[config.mk]
export PLATFORM = sky130hd
export DESIGN_NAME = cpu_beat_sequencer_flat
export DESIGN_NICKNAME = d
export VERILOG_FILES = /design/src/rtl/cpu_beat_sequencer_if.sv /design/src/rtl/cpu_beat_sequencer.sv /design/src/flat_wrapper.sv
export SDC_FILE = /design/constraint.sdc
export NUM_CORES = 1
export LEC_CHECK = 0
export BUFFER_PORTS_ARGS = -buffer_cell sky130_fd_sc_hd__buf_2
export CORE_MARGIN = 2
export CORE_UTILIZATION = 50
export CTS_CLUSTER_DIAMETER = 50
export CTS_CLUSTER_SIZE = 14
export DETAILED_ROUTE_END_ITERATION = 16
export GPL_ROUTABILITY_DRIVEN = 0
export PLACE_DENSITY_LB_ADDON = 0.3
export REMOVE_ABC_BUFFERS = 1
export SLEW_MARGIN = 30
export SYNTH_ARGS = -nofsm -noshare
export SYNTH_HDL_FRONTEND = slang
export SYNTH_SLANG_ARGS = --single-unit
[constraint.sdc]
create_clock -name clk -period 2.8 [get_ports clk]
set_input_delay 0.28 -clock clk [delete_from_list [all_inputs] [get_ports clk]]
set_output_delay 0.28 -clock clk [all_outputs]
set_load 0.005 [all_outputs]
[src/rtl/cpu_beat_sequencer_if.sv]
// cpu_beat_sequencer_if: handshake, instruction-flag and phase/beat bundle of the beat sequencer
interface cpu_beat_sequencer_if #(parameter int CNT_W = 32);
  logic halt, done_in;
  logic ins_ADD, ins_SUB, ins_SW, ins_LW, ins_ADDI, ins_LUI, ins_JAL;
  logic Mif, Mex, T1, T2, T3, T4;
  logic retire, ill_ins, halted, bus_timeout;
  logic [CNT_W-1:0] instr_cnt;
  modport master (
    output halt, done_in, ins_ADD, ins_SUB, ins_SW, ins_LW, ins_ADDI, ins_LUI, ins_JAL,
    input Mif, Mex, T1, T2, T3, T4, retire, ill_ins, halted, bus_timeout, instr_cnt
  );
  modport slave (
    input halt, done_in, ins_ADD, ins_SUB, ins_SW, ins_LW, ins_ADDI, ins_LUI, ins_JAL,
    output Mif, Mex, T1, T2, T3, T4, retire, ill_ins, halted, bus_timeout, instr_cnt
  );
endinterface

[src/rtl/cpu_beat_sequencer.sv]
// cpu_beat_sequencer: Mif/Mex phase and T-beat generator with halt, watchdog and retire counting
module cpu_beat_sequencer #(
  parameter int TIMEOUT_CYCLES = 255,
  parameter int CNT_W = 32
) (
  input logic clk,
  input logic rst,
  cpu_beat_sequencer_if.slave bus
);
  typedef enum logic [2:0] {IDLE, IF_T1, IF_T2, EX_T1, EX_T2, EX_T3, FAULT} state_t;
  state_t state, next;
  logic [15:0] wcnt;
  logic [CNT_W-1:0] cnt;
  logic timeout;
  logic mem, alu, wait_beat, expire, fin;
  assign mem = bus.ins_SW | bus.ins_LW;
  assign alu = bus.ins_ADD | bus.ins_SUB | bus.ins_ADDI | bus.ins_LUI | bus.ins_JAL;
  assign wait_beat = state == IF_T2 || state == EX_T3;
  assign expire = wait_beat && !bus.done_in && wcnt == 16'(TIMEOUT_CYCLES - 1);
  // MEM instructions ignore done in EX_T1; only ALU/ILL finish there
  assign fin = bus.done_in && (state == EX_T3 || (state == EX_T1 && !mem));
  always_comb begin
    next = state;
    case (state)
      IDLE:    next = bus.halt ? IDLE : IF_T1;
      IF_T1:   next = IF_T2;
      IF_T2:   next = bus.done_in ? EX_T1 : expire ? FAULT : IF_T2;
      EX_T1:   next = mem ? EX_T2 : fin ? (bus.halt ? IDLE : IF_T1) : EX_T1;
      EX_T2:   next = EX_T3;
      EX_T3:   next = fin ? (bus.halt ? IDLE : IF_T1) : expire ? FAULT : EX_T3;
      default: next = FAULT;
    endcase
  end
  always_ff @(posedge clk) begin
    if (rst) begin
      state   <= IDLE;
      wcnt    <= '0;
      timeout <= 1'b0;
      cnt     <= '0;
    end else begin
      state   <= next;
      wcnt    <= (wait_beat && next == state) ? wcnt + 16'd1 : 16'd0;
      timeout <= timeout | expire;
      cnt     <= cnt + CNT_W'(fin);
    end
  end
  assign bus.Mif = state == IF_T1 || state == IF_T2;
  assign bus.Mex = state == EX_T1 || state == EX_T2 || state == EX_T3;
  assign bus.T1 = state == IF_T1 || state == EX_T1;
  assign bus.T2 = state == IF_T2 || state == EX_T2;
  assign bus.T3 = state == EX_T3;
  assign bus.T4 = 1'b0;
  assign bus.retire = fin;
  assign bus.ill_ins = state == EX_T1 && !mem && !alu;
  assign bus.halted = state == IDLE || state == FAULT;
  assign bus.bus_timeout = timeout;
  assign bus.instr_cnt = cnt;
endmodule
[src/flat_wrapper.sv]
// flat-port wrapper written by rule: the top's interface ports become plain ports
module cpu_beat_sequencer_flat 
#(
  parameter int TIMEOUT_CYCLES = 255,
  parameter int CNT_W = 32
)
  (clk, rst, bus_halt, bus_done_in, bus_ins_ADD, bus_ins_SUB, bus_ins_SW, bus_ins_LW, bus_ins_ADDI, bus_ins_LUI, bus_ins_JAL, bus_Mif, bus_Mex, bus_T1, bus_T2, bus_T3, bus_T4, bus_retire, bus_ill_ins, bus_halted, bus_bus_timeout, bus_instr_cnt);
  cpu_beat_sequencer_if #(.CNT_W(CNT_W)) bus_i ();
  input logic clk;
  input logic rst;
  input wire logic [$bits(bus_i.halt)-1:0] bus_halt;
  input wire logic [$bits(bus_i.done_in)-1:0] bus_done_in;
  input wire logic [$bits(bus_i.ins_ADD)-1:0] bus_ins_ADD;
  input wire logic [$bits(bus_i.ins_SUB)-1:0] bus_ins_SUB;
  input wire logic [$bits(bus_i.ins_SW)-1:0] bus_ins_SW;
  input wire logic [$bits(bus_i.ins_LW)-1:0] bus_ins_LW;
  input wire logic [$bits(bus_i.ins_ADDI)-1:0] bus_ins_ADDI;
  input wire logic [$bits(bus_i.ins_LUI)-1:0] bus_ins_LUI;
  input wire logic [$bits(bus_i.ins_JAL)-1:0] bus_ins_JAL;
  output wire logic [$bits(bus_i.Mif)-1:0] bus_Mif;
  output wire logic [$bits(bus_i.Mex)-1:0] bus_Mex;
  output wire logic [$bits(bus_i.T1)-1:0] bus_T1;
  output wire logic [$bits(bus_i.T2)-1:0] bus_T2;
  output wire logic [$bits(bus_i.T3)-1:0] bus_T3;
  output wire logic [$bits(bus_i.T4)-1:0] bus_T4;
  output wire logic [$bits(bus_i.retire)-1:0] bus_retire;
  output wire logic [$bits(bus_i.ill_ins)-1:0] bus_ill_ins;
  output wire logic [$bits(bus_i.halted)-1:0] bus_halted;
  output wire logic [$bits(bus_i.bus_timeout)-1:0] bus_bus_timeout;
  output wire logic [$bits(bus_i.instr_cnt)-1:0] bus_instr_cnt;
  assign bus_i.halt = bus_halt;
  assign bus_i.done_in = bus_done_in;
  assign bus_i.ins_ADD = bus_ins_ADD;
  assign bus_i.ins_SUB = bus_ins_SUB;
  assign bus_i.ins_SW = bus_ins_SW;
  assign bus_i.ins_LW = bus_ins_LW;
  assign bus_i.ins_ADDI = bus_ins_ADDI;
  assign bus_i.ins_LUI = bus_ins_LUI;
  assign bus_i.ins_JAL = bus_ins_JAL;
  assign bus_Mif = bus_i.Mif;
  assign bus_Mex = bus_i.Mex;
  assign bus_T1 = bus_i.T1;
  assign bus_T2 = bus_i.T2;
  assign bus_T3 = bus_i.T3;
  assign bus_T4 = bus_i.T4;
  assign bus_retire = bus_i.retire;
  assign bus_ill_ins = bus_i.ill_ins;
  assign bus_halted = bus_i.halted;
  assign bus_bus_timeout = bus_i.bus_timeout;
  assign bus_instr_cnt = bus_i.instr_cnt;
  cpu_beat_sequencer #(.TIMEOUT_CYCLES(TIMEOUT_CYCLES), .CNT_W(CNT_W)) u_core (.clk(clk), .rst(rst), .bus(bus_i));
endmodule
Yosys cells after proc, flatten, opt, wreduce, memory -nomap -nowiden --
Cells that the tools add are included.
Storage, ports and cells: bits in registers 52, input bits 11, output and inout port bits 42, logic and storage cells 48
Cells by class: add/subtract/negate cells 2, equal/unequal tests 8, mux-type cells 8, bitwise logic cells 7, reductions and logical operators 19
Operators by type and width (count):
- 32-bit by 1-bit adder with 32-bit output | 1
- 3-bit case mux with 6 select lines | 1
- 16-bit by 1-bit adder with 16-bit output, second input constant | 1
- 16-bit by 8-bit equality test with 1-bit output, second input constant | 1
- 3-bit two-way mux | 5
- 3-bit equality test, second input constant | 3
- 1-bit logical OR | 8
- 3-bit by 2-bit equality test with 1-bit output, second input constant | 2
- 1-bit logical AND | 6
- 1-bit bitwise OR | 6
- 3-bit by 1-bit equality test with 1-bit output, second input constant | 1
- 3-bit equality test | 1
- 1-bit logical NOT | 3
- 3-bit logical NOT | 1
- 2-bit two-way mux | 1
- 2-bit OR reduction | 1
- 1-bit two-way mux | 1
- 1-bit NOT | 1

Longest topological paths before layout --
word-level depth 12, gate-level depth with buffers 10, mapped depth without buffers 8

Worst setup path after synthesis --
Ideal clock, no wire load.
path kind register -> register, start point reg u_core.state[1], end point reg u_core.cnt[18] (netlist: u_core.bus.instr_cnt[18]), library setup time 0.070 ns, data arrival time 3.108 ns, data required time 2.730 ns, slack -0.378 ns, cell stages (with the launch flop) 11, path buffers 2, period minus slack after synthesis 3.178 ns, path through dfxtp_1 -> buf_2 -> or4b_1 -> a211oi_1 -> ha_1 -> ha_1 -> inv_1 -> or4_4 -> buf_6 -> or4_1 -> a21oi_1
On the way: longest elaborated chain between the ends 5, elaborated cells on any way between the ends 6, those cells by class add/sub (1); eq/ne (2); reduce/logical (3)
Ends and longest elaborated chain:
- start: declaration | RTL line cpu_beat_sequencer.sv:11 | state_t state, next;
- start signal: assignment | RTL line cpu_beat_sequencer.sv:41 | state <= next;
- 3-bit by 2-bit equality test with 1-bit output | RTL line cpu_beat_sequencer.sv:21 | assign fin = bus.done_in && (state == EX_T3 || (state == EX_T1 && !mem));
- 1-bit logical AND | RTL line cpu_beat_sequencer.sv:21
- 1-bit logical OR * | RTL line cpu_beat_sequencer.sv:21
- 1-bit logical AND * | RTL line cpu_beat_sequencer.sv:21
- net bus_retire | RTL line flat_wrapper.sv:26 | output wire logic [$bits(bus_i.retire)-1:0] bus_retire;
- 32-bit by 1-bit adder with 32-bit output * | RTL line cpu_beat_sequencer.sv:44 | cnt <= cnt + CNT_W'(fin);
- end signal: assignment | RTL line cpu_beat_sequencer.sv:44
- end: declaration | RTL line cpu_beat_sequencer.sv:13 | logic [CNT_W-1:0] cnt;
Mark *: on every way through the listed nets, which the timed path passes. The rest lies on a longest branch. A chain may end at the register's enable or synchronous reset.

Final worst setup path --
start point reg u_core.state[2], end point reg u_core.cnt[19] (netlist: u_core.bus.instr_cnt[19])
On the way: longest elaborated chain between the ends 5, elaborated cells on any way between the ends 6, those cells by class add/sub (1); eq/ne (2); reduce/logical (3)
Ends and longest elaborated chain (RTL line):
- 3-bit by 2-bit equality test with 1-bit output | cpu_beat_sequencer.sv:21
- 1-bit logical AND | cpu_beat_sequencer.sv:21
- 1-bit logical OR * | cpu_beat_sequencer.sv:21
- 1-bit logical AND * | cpu_beat_sequencer.sv:21
- 32-bit by 1-bit adder with 32-bit output * | cpu_beat_sequencer.sv:44
Every way passes the cells marked *; elsewhere a longest branch is shown, timed or not.

==> summary.md <==
| Metric | Value |
|---|---|
| Via count | 2503 |
| Final HPWL DP | 4.15 mm |
| Slowest cell on the critical path | or4_4 |
| Reg area | 1040 sq um |
| # clock sinks | 52 |
| Total gr overflow | 0 |
| FF-to-FF setup slack | 0.07 ns |
| Seq cells post-synth | 52 |
| Max_slew headroom | 0.548 |
| CP endpoint kind | flip-flop |
| Total Routing Usage GR | 0.207 |
| Die Area | 6030 sq um |
| Yosys warning total | 0 |
| Cell area power density | 387 nW/um^2 |
| First-pass GRT wire length | 10.5 mm |
| Final #Nets | 379 |
| CP Class | flip-flop to flip-flop |
| Critical Path RT | 3.03 ns |
| Hold Path Stages | 4 |
| Initial antenna violation count | 0 |
| Num ports | 53 |
| Via density | 5.75 |
| Setup ws final | 0.0729 ns |
| Core area | 5170 sq um |
| Vias in the first global route | 2229 |
| Total negative slack | 0 ns |
| Post-Route Utilization | 0.631 |
| Min-delay src | bus_halt |
| Fin crit period | 2.73 ns |
| Endpoints failing hold | 0 |
| Cells after synthesis | 310 |
| Fmax | 367 MHz |
| Status | completed |
| Antenna viol nets, final | 0 |
| Starting Density | 0.525 |
| 1st-iter DRT viols | 151 |
| H-tree depth | 2 |
| Reg2reg start | u_core.state[2] |
| Layout Skew | 0.00703 ns |
| LEAKAGE | 1.21 nW |
| Async SR Flop Fraction | 0 |
| Worst stage delay on the critical path | 0.59 ns |
| Syn Std Cell Area | 2710 sq um |
| Mapped Avg Cell Area | 8.75 sq um |
| Sequential share of the synthesized area | 0.384 |
| Drt drc | 0 |
| CTS tree | yes |
| WL final | 6.09 mm |
| # diodes | 0 |
| Most frequent CP cell | or4_4 |
| Clk_lat worst skew | 0.30 ns |
| # Max-Cap Violations | 0 |
| Total CTS buffers | 5 |
| Max Slew Vio Count | 0 |
| Pre-CTS setup slack | -0.131 ns |
| DIE WIDTH | 77.7 um |
| Period Utilization, post-route | 0.974 |
| CTS Buffer Depth | 2 |
| Critical path cell sequence | or4b_4, a211oi_4, ha_4, buf_6, nand2_4, or4_4, or4_4, a21oi_1 |
| Layout fillers | 464 |
| Hold WC Path Type | primary input to flip-flop |
| Worst Hold Path EP | u_core.state[0] |
| Post-synth EDFFs | 0 |
| Critical path launch point type | flip-flop |
| Pin count of the biggest net entering global routing | 27 |
| Fraction of layout cells with a size suffix above 1 | 0.290 |
| Die height | 77.7 um |
| Critical path fanouts, max | 5 |
| DR WL/cell | 14.0 um |
| DRT Pass-1 Iters | 4 |
| Final hold slack | 0.363 ns |
| Clock slew at reported path FFs | 0.09 ns |
| WP data arrival | 2.96 ns |
| P&R area growth vs syn | 20.3% |
| Top_reg_cell synth | dfxtp_1 |
| Max IR drop VDD | 348 uV |
| Root Driver | clkbuf_8 |
| FP Rows | 26 |
| Reg2reg path depth | 8 |
| Post-cts hold buffer count | 0 |
| Area of the multi-input gates | 1650 sq um |
| IO buf count | 51 |
| Power, Total | 1.26 mW |
| R2r endpoint | u_core.bus.instr_cnt[19] |
| Worst-Margin Slew | 0.676 ns |
| Finish-stage setup viols | 0 |
| Synth cell types | 48 |
[cell usage in the layout (no fill, tap or decap), types with 2 or more instances in the layout]
master	instances
a211oi_1	3
a21boi_0	2
a21oi_1	15
a21oi_2	4
and2_1	2
and3_1	2
and4_1	6
buf_2	51
buf_4	12
clkbuf_8	5
dfxtp_1	51
ha_1	2
ha_4	2
inv_1	8
mux2_1	7
nand2_1	18
nand2b_1	3
nand3_1	16
nand4_1	10
nor2_1	19
nor2b_1	11
nor3_1	16
nor4_1	4
nor4_2	5
o21ai_0	9
o221a_2	2
o22ai_1	2
o31ai_1	10
or3_1	7
or4_1	7
or4_4	10
xnor2_1	7
xor2_1	14
[layer usage]
metal / share of wire / vias up / GRT usage
met5: 0 / - / 0
met4: 0.013 / 0 / 0.0661
met3: 0.042 / 8 / 0.0419
met2: 0.48 / 72 / 0.335
met1: 0.47 / 1168 / 0.277
li1: - / 1255 / -
[timing repair]
item / 4_1_cts / 5_1_grt
buffers inserted: 0 / 1
gates resized for setup: 5 / 18
hold endpoints to repair: 0 / 0
cloned: 1 / 1
pin swaps: 3 / 8
endpoints found under the setup margin: 9 / 11
[through the flow]
| step | cells | instance area, sq um |
|---|---|---|
| 6_report | 435 | 3260 |
| 5_1_grt | 435 | 3260 |
| 4_1_cts | 433 | 3170 |
| 3_5_place_dp | 424 | 3060 |
| 3_3_place_gp | 424 | 3050 |
| 2_1_floorplan | 291 | 2610 |
[layout make-up]
cell class / instances / area share
Tap cell: 70 / 0.0268
Clock inverter: 3 / 0.00652
Inverter: 10 / 0.0115
Multi-Input combinational cell: 231 / 0.506
Sequential cell: 52 / 0.319
Clock buffer: 5 / 0.0211
Timing Repair Buffer: 64 / 0.109
[registers in the layout, indices dropped and copies added, names as in the netlist]
register	count
u_core.state	3
u_core.bus.bus_timeout	1
u_core.bus.instr_cnt	32
u_core.wcnt	16
[where the power goes]
| group | switching [mW] | internal [mW] |
|---|---|---|
| Clock | 0.252 | 0.178 |
| Combinational | 0.0519 | 0.0368 |
| Sequential | 0.00252 | 0.743 |
| Total | 0.306 | 0.957 |
[synthesized netlist by cell type, types with 2 or more instances]
cell type,n,area [sq um]
a21oi_1,19,95.1
clkbuf_1,10,37.5
buf_4,3,22.5
and4_1,6,52.6
o221a_2,2,22.5
and2_1,2,12.5
ha_1,4,50.1
nand3_1,16,80.1
or4_1,13,97.6
inv_1,9,33.8
xor2_1,14,123
xnor2_1,7,61.3
buf_6,2,22.5
a211oi_1,4,30.0
nor3_1,16,80.1
o21ai_0,9,45.0
dfxtp_1,52,1040
mux2_1,7,78.8
nor4_2,5,62.6
and3_1,2,12.5
o22ai_1,2,12.5
o31ai_1,11,82.6
nand4_1,10,62.6
nor2_1,19,71.3
nand2_1,18,67.6
or4_4,2,22.5
nor4_1,4,25.0
a21boi_0,2,15.0
nor2b_1,11,68.8
or3_1,7,43.8
nand2b_1,3,18.8
buf_2,3,15.0
[critical path, delay by kind of cell (launching register included)]
family	cells	cell delay, ns
AOI/OAI and AO/OA	2	0.42
adders and majority gates	1	0.20
buffers and inverters	1	0.12
DFF	1	0.34
and+or+nand+nor	4	1.59
[cell families after synthesis]
group           after synthesis  share of synthesized area
simple gates                143                      0.321
buf+inv                      29                     0.0512
fa+ha+maj                     4                     0.0184
mux                           7                     0.0290
flops                        52                      0.384
other cells                   1                    0.00138
xor+xnor                     21                     0.0678
compound gates               53                      0.128
[how the worst max path moves through the flow]
stage,slack (ns),startpoint,end
floorplan,-0.30,u_core.state[2],u_core.bus.instr_cnt[20]
global placement,-0.08,bus_ins_LW,u_core.bus.instr_cnt[16]
detailed placement,-0.13,bus_ins_LW,u_core.bus.instr_cnt[16]
CTS,-0.02,u_core.state[2],u_core.bus.instr_cnt[23]
global route,-0.007,u_core.state[2],u_core.bus.instr_cnt[15]
finish,0.07,u_core.state[2],u_core.bus.instr_cnt[19]
Power figures use the tool's default switching activity.
